### config.mk
export PLATFORM = sky130hd
export DESIGN_NAME = axi_lite_uart_master
export DESIGN_NICKNAME = d
export VERILOG_FILES = /design/src/rtl/axi_lite_uart_master.sv
export SDC_FILE = /design/constraint.sdc
export NUM_CORES = 1
export LEC_CHECK = 0
export CAP_MARGIN = 20
export CELL_PAD_IN_SITES_DETAIL_PLACEMENT = 1
export CELL_PAD_IN_SITES_GLOBAL_PLACEMENT = 2
export CORE_MARGIN = 1.5
export CORE_UTILIZATION = 34
export DETAILED_ROUTE_END_ITERATION = 6
export DONT_BUFFER_PORTS = 1
export GPL_ROUTABILITY_DRIVEN = 0
export HOLD_SLACK_MARGIN = 0.08
export PLACE_DENSITY = 0.84
export SLEW_MARGIN = 20
export SYNTH_ARGS = -nofsm -noshare
export SYNTH_HDL_FRONTEND = slang
export SYNTH_SLANG_ARGS = --single-unit
### constraint.sdc
create_clock -name clock -period 2.2 [get_ports clock]
set_input_delay 0.33 -clock clock [delete_from_list [all_inputs] [get_ports clock]]
set_output_delay 0.33 -clock clock [all_outputs]
set_load 0.02 [all_outputs]
### src/rtl/axi_lite_uart_master.sv
// AXI4-Lite initiator: one user command becomes one AXI-Lite transaction and one response.
// A per-transaction watchdog frees the bus from a hung slave and reports resp=2'b11 with timeout set.
//  state    | meaning
//  IDLE     | waiting for a command
//  WR       | AW and W outstanding
//  WR_RESP  | waiting for B
//  RD_ADDR  | AR outstanding
//  RD_DATA  | waiting for R
//  RSP      | response held until consumed
module axi_lite_uart_master #(
   parameter int P_M_AXI_DATA_WIDTH = 32,
   parameter int P_M_AXI_ADDR_WIDTH = 16,
   parameter int P_TIMEOUT          = 1024
) (
   input  logic                          clock,
   input  logic                          reset,
   input  logic                          i_cmd_valid,
   output logic                          o_cmd_ready,
   input  logic                          i_cmd_write,
   input  logic [P_M_AXI_ADDR_WIDTH-1:0] i_cmd_addr,
   input  logic [P_M_AXI_DATA_WIDTH-1:0] i_cmd_wdata,
   output logic                          o_rsp_valid,
   input  logic                          i_rsp_ready,
   output logic [P_M_AXI_DATA_WIDTH-1:0] o_rsp_rdata,
   output logic [1:0]                    o_rsp_resp,
   output logic                          o_rsp_timeout,
   output logic [P_M_AXI_ADDR_WIDTH-1:0] m_axi_awaddr,
   output logic                          m_axi_awvalid,
   input  logic                          m_axi_awready,
   output logic [P_M_AXI_DATA_WIDTH-1:0] m_axi_wdata,
   output logic                          m_axi_wvalid,
   input  logic                          m_axi_wready,
   input  logic [1:0]                    m_axi_bresp,
   input  logic                          m_axi_bvalid,
   output logic                          m_axi_bready,
   output logic [P_M_AXI_ADDR_WIDTH-1:0] m_axi_araddr,
   output logic                          m_axi_arvalid,
   input  logic                          m_axi_arready,
   input  logic [P_M_AXI_DATA_WIDTH-1:0] m_axi_rdata,
   input  logic [1:0]                    m_axi_rresp,
   input  logic                          m_axi_rvalid,
   output logic                          m_axi_rready
);

   typedef enum logic [2:0] {
      ST_IDLE,
      ST_WR,
      ST_WR_RESP,
      ST_RD_ADDR,
      ST_RD_DATA,
      ST_RSP
   } state_t;

   localparam bit          LP_TMO_EN   = (P_TIMEOUT != 0);
   localparam logic [15:0] LP_TMO_LAST = LP_TMO_EN ? 16'(P_TIMEOUT - 1) : 16'd0;

   state_t                          r_state;
   state_t                          w_state_nxt;
   logic                            w_cmd_hs;
   logic                            w_busy;
   logic                            w_done;
   logic                            w_tmo_hit;
   logic                            w_abort;
   logic [15:0]                     r_tcnt;
   logic [P_M_AXI_ADDR_WIDTH-1:0]   r_awaddr;
   logic [P_M_AXI_ADDR_WIDTH-1:0]   r_araddr;
   logic [P_M_AXI_DATA_WIDTH-1:0]   r_wdata;
   logic                            r_awvalid;
   logic                            r_wvalid;
   logic                            r_bready;
   logic                            r_arvalid;
   logic                            r_rready;
   logic [P_M_AXI_DATA_WIDTH-1:0]   r_rsp_rdata;
   logic [1:0]                      r_rsp_resp;
   logic                            r_rsp_timeout;

   assign o_cmd_ready   = (r_state == ST_IDLE);
   assign o_rsp_valid   = (r_state == ST_RSP);
   assign o_rsp_rdata   = r_rsp_rdata;
   assign o_rsp_resp    = r_rsp_resp;
   assign o_rsp_timeout = r_rsp_timeout;
   assign m_axi_awaddr  = r_awaddr;
   assign m_axi_awvalid = r_awvalid;
   assign m_axi_wdata   = r_wdata;
   assign m_axi_wvalid  = r_wvalid;
   assign m_axi_bready  = r_bready;
   assign m_axi_araddr  = r_araddr;
   assign m_axi_arvalid = r_arvalid;
   assign m_axi_rready  = r_rready;

   assign w_cmd_hs  = i_cmd_valid && o_cmd_ready;
   assign w_busy    = (r_state == ST_WR) || (r_state == ST_WR_RESP) ||
                      (r_state == ST_RD_ADDR) || (r_state == ST_RD_DATA);
   assign w_tmo_hit = LP_TMO_EN && (r_tcnt == LP_TMO_LAST);
   assign w_abort   = w_busy && w_tmo_hit && !w_done;

   always_ff @(posedge clock) begin
      if (reset) begin
         r_state <= ST_IDLE;
      end else begin
         r_state <= w_state_nxt;
      end
   end

   // A completing handshake always takes priority over the watchdog in the same cycle.
   always_comb begin
      w_state_nxt = r_state;
      w_done      = 1'b0;
      case (r_state)
         ST_IDLE: begin
            if (w_cmd_hs) w_state_nxt = i_cmd_write ? ST_WR : ST_RD_ADDR;
         end
         ST_WR: begin
            w_done = (!r_awvalid || m_axi_awready) && (!r_wvalid || m_axi_wready);
            if (w_done)         w_state_nxt = ST_WR_RESP;
            else if (w_tmo_hit) w_state_nxt = ST_RSP;
         end
         ST_WR_RESP: begin
            w_done = m_axi_bvalid && r_bready;
            if (w_done || w_tmo_hit) w_state_nxt = ST_RSP;
         end
         ST_RD_ADDR: begin
            w_done = r_arvalid && m_axi_arready;
            if (w_done)         w_state_nxt = ST_RD_DATA;
            else if (w_tmo_hit) w_state_nxt = ST_RSP;
         end
         ST_RD_DATA: begin
            w_done = m_axi_rvalid && r_rready;
            if (w_done || w_tmo_hit) w_state_nxt = ST_RSP;
         end
         ST_RSP: begin
            if (i_rsp_ready) w_state_nxt = ST_IDLE;
         end
         default: w_state_nxt = ST_IDLE;
      endcase
   end

   always_ff @(posedge clock) begin
      if (reset) begin
         r_tcnt        <= '0;
         r_awaddr      <= '0;
         r_araddr      <= '0;
         r_wdata       <= '0;
         r_awvalid     <= 1'b0;
         r_wvalid      <= 1'b0;
         r_bready      <= 1'b0;
         r_arvalid     <= 1'b0;
         r_rready      <= 1'b0;
         r_rsp_rdata   <= '0;
         r_rsp_resp    <= 2'b00;
         r_rsp_timeout <= 1'b0;
      end else begin
         if (w_busy) r_tcnt <= r_tcnt + 16'd1;
         case (r_state)
            ST_IDLE: begin
               if (w_cmd_hs) begin
                  r_tcnt <= '0;
                  if (i_cmd_write) begin
                     r_awaddr  <= i_cmd_addr;
                     r_wdata   <= i_cmd_wdata;
                     r_awvalid <= 1'b1;
                     r_wvalid  <= 1'b1;
                  end else begin
                     r_araddr  <= i_cmd_addr;
                     r_arvalid <= 1'b1;
                  end
               end
            end
            ST_WR: begin
               if (m_axi_awready) r_awvalid <= 1'b0;
               if (m_axi_wready)  r_wvalid  <= 1'b0;
               if (w_done)        r_bready  <= 1'b1;
            end
            ST_WR_RESP: begin
               if (w_done) begin
                  r_bready      <= 1'b0;
                  r_rsp_rdata   <= '0;
                  r_rsp_resp    <= m_axi_bresp;
                  r_rsp_timeout <= 1'b0;
               end
            end
            ST_RD_ADDR: begin
               if (w_done) begin
                  r_arvalid <= 1'b0;
                  r_rready  <= 1'b1;
               end
            end
            ST_RD_DATA: begin
               if (w_done) begin
                  r_rready      <= 1'b0;
                  r_rsp_rdata   <= m_axi_rdata;
                  r_rsp_resp    <= m_axi_rresp;
                  r_rsp_timeout <= 1'b0;
               end
            end
            default: ;
         endcase
         // Abort overrides whatever the channel logic above scheduled.
         if (w_abort) begin
            r_awvalid     <= 1'b0;
            r_wvalid      <= 1'b0;
            r_bready      <= 1'b0;
            r_arvalid     <= 1'b0;
            r_rready      <= 1'b0;
            r_rsp_rdata   <= '0;
            r_rsp_resp    <= 2'b11;
            r_rsp_timeout <= 1'b1;
         end
      end
   end

endmodule

==> results of run 1 <==
-- final cells by class --
class	count	area, um^2	area share (%)
Antenna cell	1	2.50	0.0413
Inverter	10	37.5	0.619
Tap cell	176	220	3.63
Clock buffer	25	495	8.17
Timing Repair Buffer	76	766	12.6
Clock inverter	6	86.3	1.42
Sequential cell	123	2460	40.6
Multi-Input combinational cell	388	2000	32.9
-- Yosys cell counts (2+ instances only) --
| library cell | instances |
|---|---|
| nand3_1 | 7 |
| nand2b_1 | 2 |
| nand2_1 | 143 |
| buf_6 | 3 |
| clkbuf_1 | 31 |
| xor2_1 | 3 |
| mux2_2 | 2 |
| inv_1 | 10 |
| buf_4 | 2 |
| buf_2 | 2 |
| a22oi_1 | 33 |
| nor3_1 | 5 |
| nor3_2 | 2 |
| o21ai_0 | 6 |
| nand4_1 | 5 |
| dfxtp_1 | 123 |
| nor4_1 | 2 |
| nor2_1 | 54 |
| o21ai_1 | 2 |
| nor2b_1 | 5 |
| a21oi_1 | 77 |
| or3_1 | 4 |
| or2_2 | 2 |
| mux2i_1 | 2 |
| and3_1 | 2 |
| xnor2_1 | 9 |
-- registers in the layout, indices dropped and copies added, names as in the netlist --
| register | cells |
|---|---|
| m_axi_araddr | 16 |
| m_axi_arvalid | 1 |
| m_axi_awaddr | 16 |
| m_axi_awvalid | 1 |
| m_axi_bready | 1 |
| m_axi_rready | 1 |
| m_axi_wdata | 32 |
| m_axi_wvalid | 1 |
| o_rsp_rdata | 32 |
| o_rsp_resp | 2 |
| o_rsp_timeout | 1 |
| r_state | 3 |
| r_tcnt | 16 |
-- routing by layer --
layer	vias to the layer above	wire length (um)	GRT usage, %	part of all wire [%]
met5	-	0	0	0
met4	0	264	7.81	1.8
met3	22	959	7.37	6.7
met2	130	7370	34.8	51
met1	2012	5760	22.3	40
li1	1993	-	-	-
-- cells in the final DEF (no fill, tap or decap), types with 5 or more instances in the layout --
cell type,count
buf_4,13
nor2_1,53
clkbuf_16,17
inv_1,10
a21oi_1,77
a22oi_1,33
dlygate4sd3_1,60
o21ai_0,6
nor3_1,5
xnor2_1,9
nand4_1,5
nand3_1,6
nand2_1,143
dfxtp_1,123
-- power breakdown --
part | internal [mW] | switching, mW
registers | 2.42 | 0.384
logic | 0.432 | 0.673
clock network | 1.78 | 0.948
total | 4.63 | 2.00
-- timing repair --
item                                    CTS  global route
hold buffers                             61             0
gates resized for setup                   0             1
endpoints found under the setup margin    0            38
endpoints found under the hold margin    78             0
-- final timing paths --
| path | endpoint | slack, ps |
|---|---|---|
| max reg2reg | r_tcnt[10]$_SDFF_PP0_ | 180 |
| max | o_rsp_valid | 110 |
| min reg2reg | r_tcnt[14]$_SDFF_PP0_ | 510 |
| min | o_rsp_rdata[23]$_SDFFE_PP0P_ | 90 |
-- cell families after synthesis --
logic type / after synthesis
xor+xnor: 12
flops: 123
compound gates: 129
buf+inv: 49
fa+ha+maj: 1
mux: 4
simple gates: 242
-- metrics by stage --
| step | power [mW] | setup WS [ps] | utilization [%] | hold WS, ps | instance area (um^2) |
|---|---|---|---|---|---|
| 6_report | 6.64 | 110 | 45.6 | 92.3 | 6070 |
| 5_1_grt | 6.96 | 17.5 | 45.6 | 87.2 | 6070 |
| 4_1_cts | 6.70 | 74.8 | 45.6 | 80.4 | 6060 |
| 3_5_place_dp | 3.84 | 138 | 36.5 | 410 | 4850 |
| 3_3_place_gp | 3.78 | 206 | 36.5 | 405 | 4850 |
| 2_1_floorplan | 3.50 | 252 | - | 466 | 4660 |
-- critical path, stage by stage, from the launching register on --
cell	delay (ps)
dfxtp_1	460
buf_4	210
inv_1	60
or3_1	430
inv_1	180
==> impl_metrics.tcl, run 1 <==
set metrics [dict create \
    status "complete, no violations" \
    nNetsFinal 711 \
    muxShareOfSynthArea_pct 0.912 \
    tns_ps 0 \
    slew_violations 0 \
    wire_per_inst_um 17.8 \
    drc_errors 0 \
    core_mm2 0.0133 \
    startpoint "r_state[0]$_SDFFE_PP0P_" \
    synth_compound_area_share_pct 16.6 \
    setup_viol 0 \
    hold_violations 0 \
    crit_path_start_kind "register" \
    synth_area_mm2 0.00466 \
    path_clk_slew_ps 50 \
    clock-root-buffer "clkbuf_16" \
    worst_setup_path_end_kind "output pin" \
    first_pass_iters 5 \
    io_pins 200 \
    postRouteAntennaNets 0 \
    fin_crit_sh_pct 95.0 \
    max_freq_ghz 0.479 \
    post-cts-setup-buffers 0 \
    dp_cells 712 \
    ys_types 48 \
    ys_seq_area_share_pct 52.8 \
    crit_type "reg -> out" \
    rows 42 \
    cts_tree "built" \
    drive_gt1_share_pct 9.39 \
    hp-start "m_axi_rdata[23]" \
    ctsLongestPathBuffers 2 \
    dp_hpwl_um 9360 \
    htreeDepth 4 \
    path_max_fanout 8 \
    max-cap-violations 0 \
    area_delta_synth_final_pct 30.1 \
    timing.rr.start "r_state[2]$_SDFFE_PP0P_" \
    synthTopCellsByArea "dfxtp_1 (53%), nand2_1 (12%), a21oi_1 (8.3%)" \
    numCtsBuffers 17 \
    synthArstFlopShare_pct 0 \
    drtIter0Drc 204 \
    yosys.area.top_type "dfxtp_1" \
    grt_use_total_pct 20.1 \
    synth.top_cell.area_share_pct 52.8 \
    grt_pass1_wl_um 22700 \
    synth_ff_type "dfxtp_1" \
    finalWirelength_um 14400 \
    stdcell_count 805 \
    yosysWarnings 0 \
    fp.dieH_um 120 \
    clock-sinks 123 \
    grt_pass1_vias 4445 \
    synth_top_family_by_area "simple AND/OR/NAND/NOR gates" \
    worst_slew_pin_slew_ps 564 \
    p_per_area_mw_per_mm2 1090 \
    die-area_mm2 0.0144 \
    synthAdderAreaFrac_pct 0.268 \
    via_count 4157 \
    initial_core_util_pct 35.1 \
    grt_start_max_net_pins 67 \
    syn_area_per_cell_um2 8.33 \
    synth-simple-area-share_pct 22.6 \
    die_w_um 120 \
    ys_ff_latch 123 \
    grt.overflow.total 0 \
    antenna_found_initial 1 \
    slew-limit-headroom_pct 62.3 \
    finClkSkew_ps 7.20 \
    fin_crit_ps 2090 \
    r2r_cells 4 \
    crit_required_ps 1870 \
    insertion_delay_ps 410 \
    synthCells 560 \
    whs_path_depth 2 \
    numPortBuffers 0 \
    nFillCells 1578 \
    synth-xor-area-share_pct 2.25 \
    viasPerCell 5.16 \
    min_path_type "in -> reg" \
    synth_nets 655 \
    rsz0062_at_grt "no" \
    peakVddDrop_uv 458 \
    synth_edf_count 0 \
    p_leak_nw 2.15 \
    crit_arrival_ps 1760 \
]
Power figures use the tool's default switching activity.
==> inputs of run 2 (changes only) <==
Settings changed: SETUP_SLACK_MARGIN set to 0.15.
==> impl_metrics.tcl, run 2 (synthesis results as in run 1) <==
set metrics [dict create \
    cts_tree "built" \
    drc_errors 0 \
    met2_usage_pct 34.8 \
    drtIter0Drc 217 \
    insertion_delay_ps 410 \
    whs_path_depth 2 \
    crit_required_ps 2540 \
    stdcell_count 808 \
    multi_input_area_mm2 0.00201 \
    p_per_area_mw_per_mm2 1090 \
    slew-limit-headroom_pct 62.3 \
    top_usage_layer "met2" \
    dp_hpwl_um 9360 \
    io_pins 200 \
    nNetsFinal 714 \
    fp.dieH_um 120 \
    die_w_um 120 \
    crit_type "reg -> reg" \
    grt.overflow.total 0 \
    nFillCells 1571 \
    layout_common_cells "nand2_1 (143), dfxtp_1 (121), a21oi_1 (77)" \
    numCtsBuffers 17 \
    fin_crit_sh_pct 89.6 \
    antenna_found_initial 1 \
    grt_use_total_pct 20.1 \
    grt_pass1_wl_um 22700 \
    clock-root-buffer "clkbuf_16" \
    seq_area_mm2 0.00246 \
    worst_setup_path_end_kind "register" \
    numPortBuffers 0 \
    final_common_cell "nand2_1" \
    path_clk_slew_ps 50 \
    fin_crit_ps 1970 \
    setup_ws_ps 229 \
    wire_per_inst_um 17.8 \
    drive_gt1_share_pct 10.6 \
    hold_violations 0 \
    postRouteAntennaNets 0 \
    die-area_mm2 0.0144 \
    initial_core_util_pct 35.1 \
    r2r_cells 6 \
    via_count 4156 \
    setup_viol 0 \
    dp_slack_ps 138 \
    met3_usage_pct 7.37 \
    min_path_type "in -> reg" \
    slew_violations 0 \
    dp_cells 712 \
    grt_start_max_net_pins 67 \
    tns_ps 0 \
    rows 42 \
    clock-sinks 123 \
    grt_pass1_vias 4445 \
    core_mm2 0.0133 \
    use_met1_pct 22.3 \
    hold_ws_ps 91.7 \
    worst_slew_pin_slew_ps 564 \
    crit_arrival_ps 2310 \
    max-cap-violations 0 \
    finClkSkew_ps 8.54 \
    area_delta_synth_final_pct 30.8 \
    status "complete, no violations" \
    peakVddDrop_uv 458 \
    finish.utilization_pct 45.9 \
    max_freq_ghz 0.507 \
    path_max_fanout 5 \
    first_pass_iters 5 \
    htreeDepth 4 \
    crit_path_start_kind "register" \
    p_leak_nw 2.16 \
    finalWirelength_um 14400 \
    ctsLongestPathBuffers 2 \
    viasPerCell 5.14 \
    rsz0062_at_grt "yes" \
]
==> run 2: changes by cell type in the layout (fill, tap and decap cells not counted), sizes merged <==
cell,previous run,this run
buf,16,19
==> run 2: critical path: stages, from the launching register on <==
cell,delay [ps]
dfxtp_1,340
or4_4,550
nor4_4,280
buf_4,180
nor3_2,50
a2111o_1,340
o21ai_1,160
==> run 2: metrics by stage <==
| step | power (mW) | cell area (um^2) |
|---|---|---|
| after floorplan | 3.50 | 4660 |
| after global placement | 3.78 | 4850 |
| after detailed placement | 3.84 | 4850 |
| after CTS | 6.70 | 6060 |
| after global routing | 6.98 | 6100 |
| final | 6.65 | 6100 |
==> run 2: layer usage <==
layer	up-vias	wire length [um]	share of wire (%)
met3	20	971	6.7
met1	2003	5730	40
met2	133	7470	52
met5	-	0	0
li1	2000	-	-
met4	0	252	1.7
==> run 2: final timing paths <==
| check | startpoint | endpoint | slack, ps |
|---|---|---|---|
| worst max-delay path | r_tcnt[10]$_SDFF_PP0_ | r_state[1]$_SDFFE_PP0P_ | 230 |
| worst min register to register | r_tcnt[14]$_SDFF_PP0_ | r_tcnt[14]$_SDFF_PP0_ | 510 |
| worst max register to register | r_tcnt[10]$_SDFF_PP0_ | r_state[1]$_SDFFE_PP0P_ | 230 |
| worst min-delay path | m_axi_rdata[23] | o_rsp_rdata[23]$_SDFFE_PP0P_ | 90 |
==> run 2: area by class of cell <==
type                       instances  share of cell area [%]
multi-input combinational        388                    32.9
sequential                       123                    40.4
inverter                          10                   0.615
clock inverter                     6                    1.42
timing repair buffer              79                    12.9
clock buffer                      25                    8.12
tap                              176                    3.61
antenna                            1                  0.0410
==> run 2: where the power goes <==
group	internal (mW)	switching, mW
Combinational	0.435	0.679
Sequential	2.43	0.383
Clock	1.78	0.947
==> run 2: what timing repair did <==
| item | 4_1_cts | 5_1_grt |
|---|---|---|
| endpoints found under the setup margin | 4 | 52 |
| setup buffers | 0 | 3 |
| pin swaps | 1 | 2 |
| resized for setup | 1 | 5 |
| endpoints found under the hold margin | 78 | 0 |
| hold buffers | 61 | 0 |
==> inputs of run 3 (changes only) <==
Settings changed: REMOVE_ABC_BUFFERS set to 1.
==> impl_metrics.tcl, run 3 (synthesis results as in run 1) <==
set metrics [dict create \
    crit_buf_inv 1 \
    setup_viol 0 \
    hp-start "i_cmd_addr[0]" \
    final_common_cell "nand2_1" \
    worstPathCellList "or4_4, nor4_4, a31o_1, buf_12, nor2_1" \
    final_cell_area_mm2 0.00618 \
    worst_setup_path_end_kind "register" \
    rows 42 \
    crit_slowest_cell "or4_4" \
    grt.overflow.total 0 \
    antenna_found_initial 0 \
    clock-sinks 123 \
    die_w_um 120 \
    worst_slew_pin_slew_ps 512 \
    dp_hpwl_um 9270 \
    io_pins 200 \
    setup_ws_ps 203 \
    startpoint "r_tcnt[10]$_SDFF_PP0_" \
    status "complete, no violations" \
    grt_use_total_pct 19.9 \
    timing.rr.start "r_tcnt[10]$_SDFF_PP0_" \
    place_area_mm2 0.00489 \
    drc_errors 0 \
    nFillCells 1530 \
    via_count 4203 \
    drtIter0Drc 212 \
    core_mm2 0.0133 \
    crit_cells 5 \
    path_max_fanout 34 \
    max-cap-violations 0 \
    layout_common_cells "nand2_1 (143), dfxtp_1 (121), a21oi_1 (77)" \
    cts_tree "built" \
    slew_violations 0 \
    slew-limit-headroom_pct 65.9 \
    max_freq_ghz 0.501 \
    numCtsBuffers 17 \
    dp_slack_ps 134 \
    finClkSkew_ps 7.48 \
    crit_arrival_ps 2290 \
    hold_violations 0 \
    grt_pass1_wl_um 22500 \
    numPortBuffers 0 \
    drive_gt1_share_pct 11.4 \
    insertion_delay_ps 410 \
    crit_path_start_kind "register" \
    area_delta_synth_final_pct 32.5 \
    wire_per_inst_um 17.5 \
    p_leak_nw 2.21 \
    crit_family "simple AND/OR/NAND/NOR gates" \
    crit_required_ps 2500 \
    viasPerCell 5.15 \
    die-area_mm2 0.0144 \
    htreeDepth 4 \
    first_pass_iters 4 \
    critical-path-max-stage-delay_ps 550 \
    antenna_cells 0 \
    initial_core_util_pct 35.1 \
    hold_ws_ps 85.7 \
    fin_crit_sh_pct 90.8 \
    r2r_cells 5 \
    p_per_area_mw_per_mm2 1090 \
    rsz0062_at_grt "yes" \
    finalWirelength_um 14300 \
    whs_path_depth 2 \
    clock-root-buffer "clkbuf_16" \
    nNetsFinal 723 \
    min_path_type "in -> reg" \
    fin_crit_ps 2000 \
    postRouteAntennaNets 0 \
    grt_pass1_vias 4486 \
    path_clk_slew_ps 50 \
    peakVddDrop_uv 559 \
    tns_ps 0 \
    crit_type "reg -> reg" \
    fp.dieH_um 120 \
    grt_start_max_net_pins 67 \
    ctsLongestPathBuffers 2 \
]
## run 3: power by group
| part | internal, mW | total (mW) | switching, mW |
|---|---|---|---|
| clock network | 1.78 | 2.74 | 0.957 |
| logic | 0.490 | 1.18 | 0.686 |
| registers | 2.43 | 2.81 | 0.384 |
| total | 4.70 | 6.72 | 2.03 |
## run 3: cell type report
class                      instances  area (um^2)  area share (%)
sequential                       123         2460            39.9
multi-input combinational        388         2010            32.6
timing repair buffer              88          861            13.9
clock buffer                      25          495            8.02
tap                              176          220            3.56
clock inverter                     6         86.3            1.40
inverter                          10         37.5           0.607
## run 3: metrics by stage
| step | cells | power (mW) | utilization [%] |
|---|---|---|---|
| 2_1_floorplan | 521 | 3.42 | - |
| 3_3_place_gp | 717 | 3.83 | 36.8 |
| 3_5_place_dp | 717 | 3.89 | 36.8 |
| 4_1_cts | 811 | 6.78 | 46.1 |
| 5_1_grt | 816 | 7.06 | 46.5 |
| 6_report | 816 | 6.72 | 46.5 |
## run 3: final timing paths
kind | to | slack [ps]
hold / removal | m_axi_awaddr[0]$_SDFFE_PP0P_ | 90
hold reg to reg | r_tcnt[1]$_SDFF_PP0_ | 510
setup / recovery | o_rsp_rdata[15]$_SDFFE_PP0P_ | 200
setup reg to reg | o_rsp_rdata[15]$_SDFFE_PP0P_ | 200
## run 3: routing by layer
metal | routed length [um] | up-vias | track usage (%) | share of wire (%)
met5 | 0 | - | 0 | 0
li1 | - | 2022 | - | -
met2 | 7110 | 175 | 35.1 | 50
met3 | 1420 | 19 | 8.46 | 9.9
met4 | 221 | 0 | 7.37 | 1.5
met1 | 5560 | 1987 | 21.2 | 39
## run 3: repair_timing
| action | CTS | global route |
|---|---|---|
| hold buffers | 63 | 0 |
| endpoints found under the hold margin | 80 | 0 |
| endpoints found under the setup margin | 4 | 29 |
| pin swaps | 1 | 3 |
| resized for setup | 1 | 5 |
| buffers inserted | 0 | 5 |
